`config.mk`:
```
export PLATFORM = sky130hd
export DESIGN_NAME = watch_set_ctrl
export DESIGN_NICKNAME = d
export VERILOG_FILES = /design/src/rtl/watch_set_ctrl.sv
export SDC_FILE = /design/constraint.sdc
export NUM_CORES = 1
export LEC_CHECK = 0
export CORE_AREA = 3 3 106 108
export CTS_CLUSTER_SIZE = 24
export DETAILED_ROUTE_END_ITERATION = 12
export DIE_AREA = 0 0 109 111
export GPL_ROUTABILITY_DRIVEN = 0
export SLEW_MARGIN = 20
export SYNTH_ARGS = -nofsm -noshare
export SYNTH_HDL_FRONTEND = slang
export SYNTH_SLANG_ARGS = --single-unit
```
`constraint.sdc`:
```
create_clock -name clock -period 2.6 [get_ports clock]
set_input_delay 0.39 -clock clock [delete_from_list [all_inputs] [get_ports clock]]
set_output_delay 0.39 -clock clock [all_outputs]
set_load 0.01 [all_outputs]
```
`src/rtl/watch_set_ctrl.sv`:
```
// Watch front-panel controller: key edge detection, mode FSM, set strobes with
// press-and-hold auto-repeat, idle timeout, alarm match and ring sequencing.
module watch_set_ctrl #(
    parameter int unsigned REPEAT_DELAY = 500,
    parameter int unsigned REPEAT_RATE  = 100,
    parameter int unsigned IDLE_TIMEOUT = 10000,
    parameter int unsigned RING_TICKS   = 30000
) (
    input  logic       clock,
    input  logic       reset,
    input  logic       tick,
    input  logic       key_mode,
    input  logic       key_set,
    input  logic [5:0] cur_hour,
    input  logic [5:0] cur_minute,
    input  logic [5:0] cur_second,
    input  logic [5:0] alm_hour,
    input  logic [5:0] alm_minute,
    output logic       time_hour_set,
    output logic       time_minute_set,
    output logic       alm_hour_set,
    output logic       alm_minute_set,
    output logic [2:0] mode,
    output logic       alarm_en,
    output logic       ring
);

    localparam logic [2:0] ST_NORMAL     = 3'd0;
    localparam logic [2:0] ST_SET_T_HOUR = 3'd1;
    localparam logic [2:0] ST_SET_T_MIN  = 3'd2;
    localparam logic [2:0] ST_SET_A_HOUR = 3'd3;
    localparam logic [2:0] ST_SET_A_MIN  = 3'd4;

    localparam logic [15:0] DELAY_C   = 16'(REPEAT_DELAY);
    localparam logic [15:0] RELOAD_C  = 16'(REPEAT_DELAY - REPEAT_RATE);
    localparam logic [15:0] IDLE_C    = 16'(IDLE_TIMEOUT);
    localparam logic [15:0] RING_C    = 16'(RING_TICKS);
    localparam logic [15:0] CNT_MAX_C = 16'hFFFF;

    logic        key_mode_r, key_set_r, match_r, alarm_en_r, ring_r;
    logic [2:0]  state_r;
    logic [3:0]  strobe_r;
    logic [15:0] hold_cnt_r, idle_cnt_r, ring_cnt_r;

    logic        mode_rise_s, set_rise_s, any_rise_s, consume_s;
    logic        act_mode_s, act_set_s, repeat_hit_s, fire_s;
    logic        match_s, match_rise_s, alarm_en_nxt_s, ring_nxt_s;
    logic [2:0]  state_nxt_s;
    logic [3:0]  strobe_nxt_s;
    logic [15:0] hold_inc_s, idle_inc_s, ring_inc_s;
    logic [15:0] hold_nxt_s, idle_nxt_s, ring_cnt_nxt_s;

    function automatic logic [2:0] next_mode(input logic [2:0] st);
        case (st)
            ST_NORMAL:     next_mode = ST_SET_T_HOUR;
            ST_SET_T_HOUR: next_mode = ST_SET_T_MIN;
            ST_SET_T_MIN:  next_mode = ST_SET_A_HOUR;
            ST_SET_A_HOUR: next_mode = ST_SET_A_MIN;
            default:       next_mode = ST_NORMAL;
        endcase
    endfunction

    // Strobe order: {time_hour, time_minute, alm_hour, alm_minute}
    function automatic logic [3:0] strobe_sel(input logic [2:0] st);
        case (st)
            ST_SET_T_HOUR: strobe_sel = 4'b1000;
            ST_SET_T_MIN:  strobe_sel = 4'b0100;
            ST_SET_A_HOUR: strobe_sel = 4'b0010;
            ST_SET_A_MIN:  strobe_sel = 4'b0001;
            default:       strobe_sel = 4'b0000;
        endcase
    endfunction

    // Next-state logic for mode FSM, repeat/idle counters, alarm enable and ring.
    always_comb begin
        mode_rise_s  = key_mode & ~key_mode_r;
        set_rise_s   = key_set & ~key_set_r;
        any_rise_s   = mode_rise_s | set_rise_s;
        // A rise that silences the ring performs no other action.
        consume_s    = ring_r & any_rise_s;
        act_mode_s   = mode_rise_s & ~consume_s;
        act_set_s    = set_rise_s & ~consume_s;
        hold_inc_s   = (hold_cnt_r == CNT_MAX_C) ? hold_cnt_r : hold_cnt_r + 16'd1;
        idle_inc_s   = idle_cnt_r + 16'd1;
        ring_inc_s   = ring_cnt_r + 16'd1;
        repeat_hit_s = key_set & key_set_r & tick & (hold_inc_s == DELAY_C);
        match_s      = alarm_en_r & (cur_hour == alm_hour) & (cur_minute == alm_minute)
                       & (cur_second == 6'd0);
        match_rise_s = match_s & ~match_r;

        state_nxt_s    = state_r;
        hold_nxt_s     = hold_cnt_r;
        idle_nxt_s     = idle_cnt_r;
        alarm_en_nxt_s = alarm_en_r;
        fire_s         = 1'b0;

        case (state_r)
            ST_NORMAL: begin
                hold_nxt_s = 16'd0;
                idle_nxt_s = 16'd0;
                if (act_mode_s) begin
                    state_nxt_s = ST_SET_T_HOUR;
                end else if (act_set_s) begin
                    alarm_en_nxt_s = ~alarm_en_r;
                end else begin
                    alarm_en_nxt_s = alarm_en_r;
                end
            end
            ST_SET_T_HOUR, ST_SET_T_MIN, ST_SET_A_HOUR, ST_SET_A_MIN: begin
                if (act_mode_s) begin
                    state_nxt_s = next_mode(state_r);
                    hold_nxt_s  = 16'd0;
                    idle_nxt_s  = 16'd0;
                end else begin
                    fire_s = act_set_s | repeat_hit_s;
                    if (!key_set) begin
                        hold_nxt_s = 16'd0;
                    end else if (key_set_r && tick) begin
                        hold_nxt_s = repeat_hit_s ? RELOAD_C : hold_inc_s;
                    end else begin
                        hold_nxt_s = hold_cnt_r;
                    end
                    // A held key counts as activity, so auto-repeat never times out.
                    if (any_rise_s || key_set) begin
                        idle_nxt_s = 16'd0;
                    end else if (tick) begin
                        if (idle_inc_s == IDLE_C) begin
                            state_nxt_s = ST_NORMAL;
                            idle_nxt_s  = 16'd0;
                        end else begin
                            idle_nxt_s = idle_inc_s;
                        end
                    end else begin
                        idle_nxt_s = idle_cnt_r;
                    end
                end
            end
            default: begin
                state_nxt_s = ST_NORMAL;
                hold_nxt_s  = 16'd0;
                idle_nxt_s  = 16'd0;
            end
        endcase

        strobe_nxt_s = fire_s ? strobe_sel(state_r) : 4'b0000;

        if (match_rise_s) begin
            ring_nxt_s     = 1'b1;
            ring_cnt_nxt_s = 16'd0;
        end else if (!ring_r || any_rise_s) begin
            ring_nxt_s     = 1'b0;
            ring_cnt_nxt_s = 16'd0;
        end else if (!tick) begin
            ring_nxt_s     = 1'b1;
            ring_cnt_nxt_s = ring_cnt_r;
        end else if (ring_inc_s == RING_C) begin
            ring_nxt_s     = 1'b0;
            ring_cnt_nxt_s = 16'd0;
        end else begin
            ring_nxt_s     = 1'b1;
            ring_cnt_nxt_s = ring_inc_s;
        end
    end

    // State, counter and output registers.
    always_ff @(posedge clock or negedge reset) begin
        if (!reset) begin
            key_mode_r <= 1'b0;
            key_set_r  <= 1'b0;
            match_r    <= 1'b0;
            alarm_en_r <= 1'b0;
            ring_r     <= 1'b0;
            state_r    <= ST_NORMAL;
            strobe_r   <= 4'b0000;
            hold_cnt_r <= 16'd0;
            idle_cnt_r <= 16'd0;
            ring_cnt_r <= 16'd0;
        end else begin
            key_mode_r <= key_mode;
            key_set_r  <= key_set;
            match_r    <= match_s;
            alarm_en_r <= alarm_en_nxt_s;
            ring_r     <= ring_nxt_s;
            state_r    <= state_nxt_s;
            strobe_r   <= strobe_nxt_s;
            hold_cnt_r <= hold_nxt_s;
            idle_cnt_r <= idle_nxt_s;
            ring_cnt_r <= ring_cnt_nxt_s;
        end
    end

    assign time_hour_set   = strobe_r[3];
    assign time_minute_set = strobe_r[2];
    assign alm_hour_set    = strobe_r[1];
    assign alm_minute_set  = strobe_r[0];
    assign mode            = state_r;
    assign alarm_en        = alarm_en_r;
    assign ring            = ring_r;

endmodule

```
==> impl_metrics.toml, run 1 <==
[synth]
synth_edf_count = 0
syn_inst = 485
synth_area_per_cell_um2 = 8.45
async_reset_ff_share_pct = 100
synth_flop_cell = "dfrtp_1"
yosys-top-cells-area = "dfrtp_1, nor2_1, xnor2_1"
syn_nets = 524
syn_area_um2 = 4100
synth_cell_types = 72
yosys_register_bits = 60
synth_top_area_cell = "dfrtp_1"
yosys_warnings = 0
yosysSeqAreaShare_pct = 36.6
synth_top_area_share_pct = 36.6

[critical_path]
cp_slowest_cell = "or4_4"
critical_path_buf_inv_count = 1
end_kind = "flop"
cp_slowest_stage_delay_ns = 0.63
cp_max_fo = 6
crit_chain = "ha_4 -> nand4_4 -> buf_6 -> or3_4 -> o211ai_1 -> o2111ai_1 -> or4_4 -> a2111oi_4"
r2r_slack_ns = 0.03
worstPathArrival_ns = 2.82
worstSetupStartpointType = "flop"
required_ns = 2.85
worstSetupPathType = "reg2reg"
critical-path-top-delay-family = "simple AND/OR/NAND/NOR gates"

[run_status]
run_status = "complete, no violations"

[place]
post_dp_cell_area_um2 = 4910
port_buffers = 43
dp_hpwl_um = 7790

[floorplanning]
fp.dieH_um = 111
start_util_pct = 39.7
rows = 37
dieArea_um2 = 12100
coreArea_um2 = 10300
die_w_um = 109
ioPinCount = 44

[layout]
fin_area_um2 = 5140
fillers = 989
most-common-layout-cells = "dfrtp_1, nor2_1, nand2_1"
layout_commonest_cell = "dfrtp_1"
n_antenna_cell = 0
drive_above_1_share_pct = 15.8
syn_to_final_growth_pct = 25.3
fin_nets = 599

[detailed_routing]
wl_um = 10800
drt_iter0_drc = 191
drc = 0
dr.pass1.iters = 4
vias = 3939
ant_nets = 0
routed_via_density = 5.62
wl_per_cell_um = 15.4

[grt]
antenna_found_initial = 0
grt_max_degree = 61
grt_overflow_total = 0
grt_pass1_vias = 3852
grt_pass1_wl_um = 18700
grt.total_usage_pct = 19.0

[pwr]
vdd_drop_max_mv = 0.265
p_leak_nw = 1.95
total_power_mw = 2.31
powerDensity_nw_per_um2 = 449

[min_path]
worstHoldPathType = "in2async"

[timing]
fin_setup_tns_ns = 0
max_freq_mhz = 389
hold_viol = 0
setup_violations = 0
skew_ns = 0.0111
hold_slack_ns = 0.196
max_slew.worst_pin.slew_ns = 0.780
period_share_pct = 98.8
final.min_clock_period_ns = 2.57
rsz0062_at_grt = "yes"
maxSlewHeadroom_pct = 48.0
maxSlewViolCount = 0

[clock_network]
cts_buffers = 9
htreeDepth = 3
clock_path_buffers = 2
clkSlewWorstSetupHoldPaths_ns = 0.07
cts_num_sinks = 60
cts_tree = "done"
clockRootBuffer = "clkbuf_8"
clock_latency_ns = 0.35

[flow_run]
maxCapViolations = 0
[worst paths after layout]
path | startpoint | to | depth (start not counted)
setup / recovery | hold_cnt_r[0] | strobe_r[2] | 8
hold / removal | reset | mode[1] | 2
setup reg to reg | hold_cnt_r[0] | strobe_r[2] | 8
hold reg to reg | alarm_en | alarm_en | 1
max in group asynchronous | reset | hold_cnt_r[2] | 2
min in group clock | alarm_en | alarm_en | 1
[power by group]
group          internal, mW  leakage [nW]  switching [mW]
Combinational         0.206          1.03           0.239
Clock                 0.438        0.0931           0.386
Sequential            0.973         0.825          0.0640
Total                  1.62          1.95           0.689
[synthesized netlist by cell type (12+ instances only)]
master,number
xor2_1,13
clkbuf_1,17
o21ai_0,20
nand2_1,48
nand3_1,35
dfrtp_1,60
nand4_1,16
nor3_1,16
and3_1,12
a21oi_1,24
xnor2_1,21
nor2_1,51
[cell type report]
| cell class | instances | area (um^2) | area share, % |
|---|---|---|---|
| repair buffers | 88 | 767 | 14.9 |
| inverters | 10 | 37.5 | 0.731 |
| well taps | 136 | 170 | 3.31 |
| multi-input cells | 391 | 2470 | 48.2 |
| clock buffers | 11 | 131 | 2.56 |
| clock inverters | 5 | 52.6 | 1.02 |
| flip-flops and latches | 60 | 1500 | 29.3 |
[sequential cells by signal, summed over array words and instances, names as in the netlist]
name and count:
alarm_en 1, hold_cnt_r 16, idle_cnt_r 16, key_mode_r 1
key_set_r 1, match_r 1, mode 3, ring 1
ring_cnt_r 16, strobe_r 4
[layer usage]
layer	global-route usage [%]	up-vias	wire length, um
met5	0	-	0
met2	29.9	71	5230
li1	-	1937	-
met3	3.67	15	348
met1	25.9	1916	5030
met4	6.57	0	195
[repair_timing]
item                                    CTS  global route
endpoints found under the setup margin    4             6
pin swaps                                 3             2
setup buffers                             3             0
gates resized for setup                   3             0
hold endpoints to repair                  0             0
hold buffers                              0             0
[stage by stage]
stage	cells	worst slack, ns	util (%)
after CTS	701	-0.0339	49.8
after global placement	682	-0.121	47.6
after detailed placement	682	-0.184	47.6
final	701	0.0306	49.8
after floorplan	485	-0.0823	-
after global routing	701	-0.104	49.8
[cells by family (layout without fill, tap and decap cells)]
family / after synthesis / after routing / share of synthesized area (%)
flip-flops: 60 / 60 / 36.6
adder cells (fa/ha/maj): 4 / 4 / 1.22
AO/OA/AOI/OAI: 102 / 102 / 17.4
AND/OR/NAND/NOR: 246 / 246 / 32.5
multiplexers: 5 / 5 / 1.28
buffers and inverters: 34 / 114 / 3.69
XOR/XNOR: 34 / 34 / 7.26
No activity file was read; power rests on OpenSTA's default activity.
==> run 2: changes to the inputs <==
GPL_ROUTABILITY_DRIVEN = unset   (was 0)
==> run 2 against run 1 <==
Effect of this change:
- the run now ends with negative setup slack left
- total power increased by 2.3%
- clock-buffer cell count fell by 1
- maximum frequency down 2.2%
- core utilization up 0.72 points
- die area unchanged
- worst setup slack worse by 0.057 ns
- critical path depth unchanged
==> impl_metrics.toml, run 2 (same netlist as run 1, synthesis figures left out) <==
[pwr]
total_power_mw = 2.36
p_leak_nw = 1.98
powerDensity_nw_per_um2 = 453
vdd_drop_max_mv = 0.230

[grt]
grt.total_usage_pct = 18.9
grt_pass1_wl_um = 18500
antenna_found_initial = 0
grt_overflow_total = 0
grt_pass1_vias = 3816
grt_max_degree = 61

[layout]
reg.largest.list = "hold_cnt_r: 16 flops, idle_cnt_r: 16 flops, ring_cnt_r: 16 flops"
layout_commonest_cell = "dfrtp_1"
most-common-layout-cells = "dfrtp_1, nor2_1, nand2_1"
drive_above_1_share_pct = 17.0
syn_to_final_growth_pct = 27.1
n_antenna_cell = 0
fin_nets = 603
fillers = 975

[timing]
final.min_clock_period_ns = 2.63
hold_viol = 0
maxSlewViolCount = 0
period_share_pct = 101
max_slew.worst_pin.slew_ns = 0.486
skew_ns = 0.00724
final.setup.worst_slack_ns = -0.0261
max_freq_mhz = 381
fin_setup_tns_ns = -0.0261
maxSlewHeadroom_pct = 67.6
setup_violations = 1
rsz0062_at_grt = "yes"

[min_path]
worstHoldPathType = "in2async"

[detailed_routing]
routed_via_density = 5.62
vias = 3961
dr.pass1.iters = 4
wl_um = 11100
wl_per_cell_um = 15.8
ant_nets = 0
drc = 0
drt_iter0_drc = 191

[clock_network]
cts_num_sinks = 60
htreeDepth = 3
cts_buffers = 9
clock_latency_ns = 0.34
cts_tree = "done"
clock_path_buffers = 2
clkSlewWorstSetupHoldPaths_ns = 0.08
clockRootBuffer = "clkbuf_8"
hold_buffers = 0

[floorplanning]
fp.dieH_um = 111
start_util_pct = 39.7
rows = 37
dieArea_um2 = 12100
ioPinCount = 44
coreArea_um2 = 10300
die_w_um = 109

[flow_run]
maxCapViolations = 0

[critical_path]
cp_max_fo = 6
worstSetupStartpointType = "flop"
critical-path-top-delay-family = "simple AND/OR/NAND/NOR gates"
worstPathArrival_ns = 2.87
cp_slowest_cell = "or4_4"
cp_slowest_stage_delay_ns = 0.64
required_ns = 2.84
worstSetupPathType = "reg2reg"
crit_chain = "ha_4 -> nand4_4 -> buf_6 -> or3_4 -> o211ai_1 -> o2111ai_2 -> or4_4 -> a2111oi_4"
critical_path_buf_inv_count = 1
end_kind = "flop"

[place]
dp_hpwl_um = 7980
routabilityCongestion = 0.943
port_buffers = 43
post-place-ws_ns = -0.209

[run_status]
run_status = "finished, violations left"
failed_checks = "negative setup slack"
[run 2: what timing repair did]
action / CTS / global route
pin swaps: 3 / 8
gates resized for setup: 3 / 2
buffers inserted: 2 / 2
setup endpoints to repair: 4 / 6
[run 2: layer usage]
layer  wire length, um  share of wire (%)  up-vias  track usage [%]
met5                 0                  0        -                0
met4               199                1.8        0             6.48
met3               498                4.5       16             3.84
met2              5340                 48       96             30.0
met1              5070                 46     1902             25.5
li1                  -                  -     1947                -
[run 2: area by class of cell]
class	count	area, um^2	area share [%]
Tap cell	136	170	3.27
Sequential cell	60	1500	28.8
Inverter	10	37.5	0.720
Timing Repair Buffer	92	810	15.5
Clock buffer	10	138	2.64
Multi-Input combinational cell	391	2490	47.8
Clock inverter	6	63.8	1.22
[run 2: through the flow]
step | instances | hold slack [ns] | instance area (um^2) | utilization, %
floorplan | 485 | 0.0944 | 4120 | -
global placement | 685 | 0.424 | 4950 | 47.9
detailed placement | 685 | 0.426 | 4950 | 47.9
CTS | 703 | 0.0459 | 5180 | 50.2
global route | 705 | 0.0494 | 5210 | 50.5
finish | 705 | 0.0457 | 5210 | 50.5
[run 2: report_power, final]
part	switching, mW	total (mW)	internal, mW
clock network	0.400	0.867	0.466
logic	0.243	0.455	0.212
registers	0.0648	1.04	0.973
total	0.708	2.36	1.65
[run 2: worst paths after layout]
path / from / end / slack [ns] / cells after the start
setup / recovery: hold_cnt_r[1] / strobe_r[2] / -0.03 / 8
max in group asynchronous: reset / ring_cnt_r[5] / 2.27 / 2
hold reg to reg: alarm_en / alarm_en / 0.50 / 1
hold / removal: reset / alarm_en / 0.05 / 2
min in group clock: alarm_en / alarm_en / 0.50 / 1
setup reg to reg: hold_cnt_r[1] / strobe_r[2] / -0.03 / 8
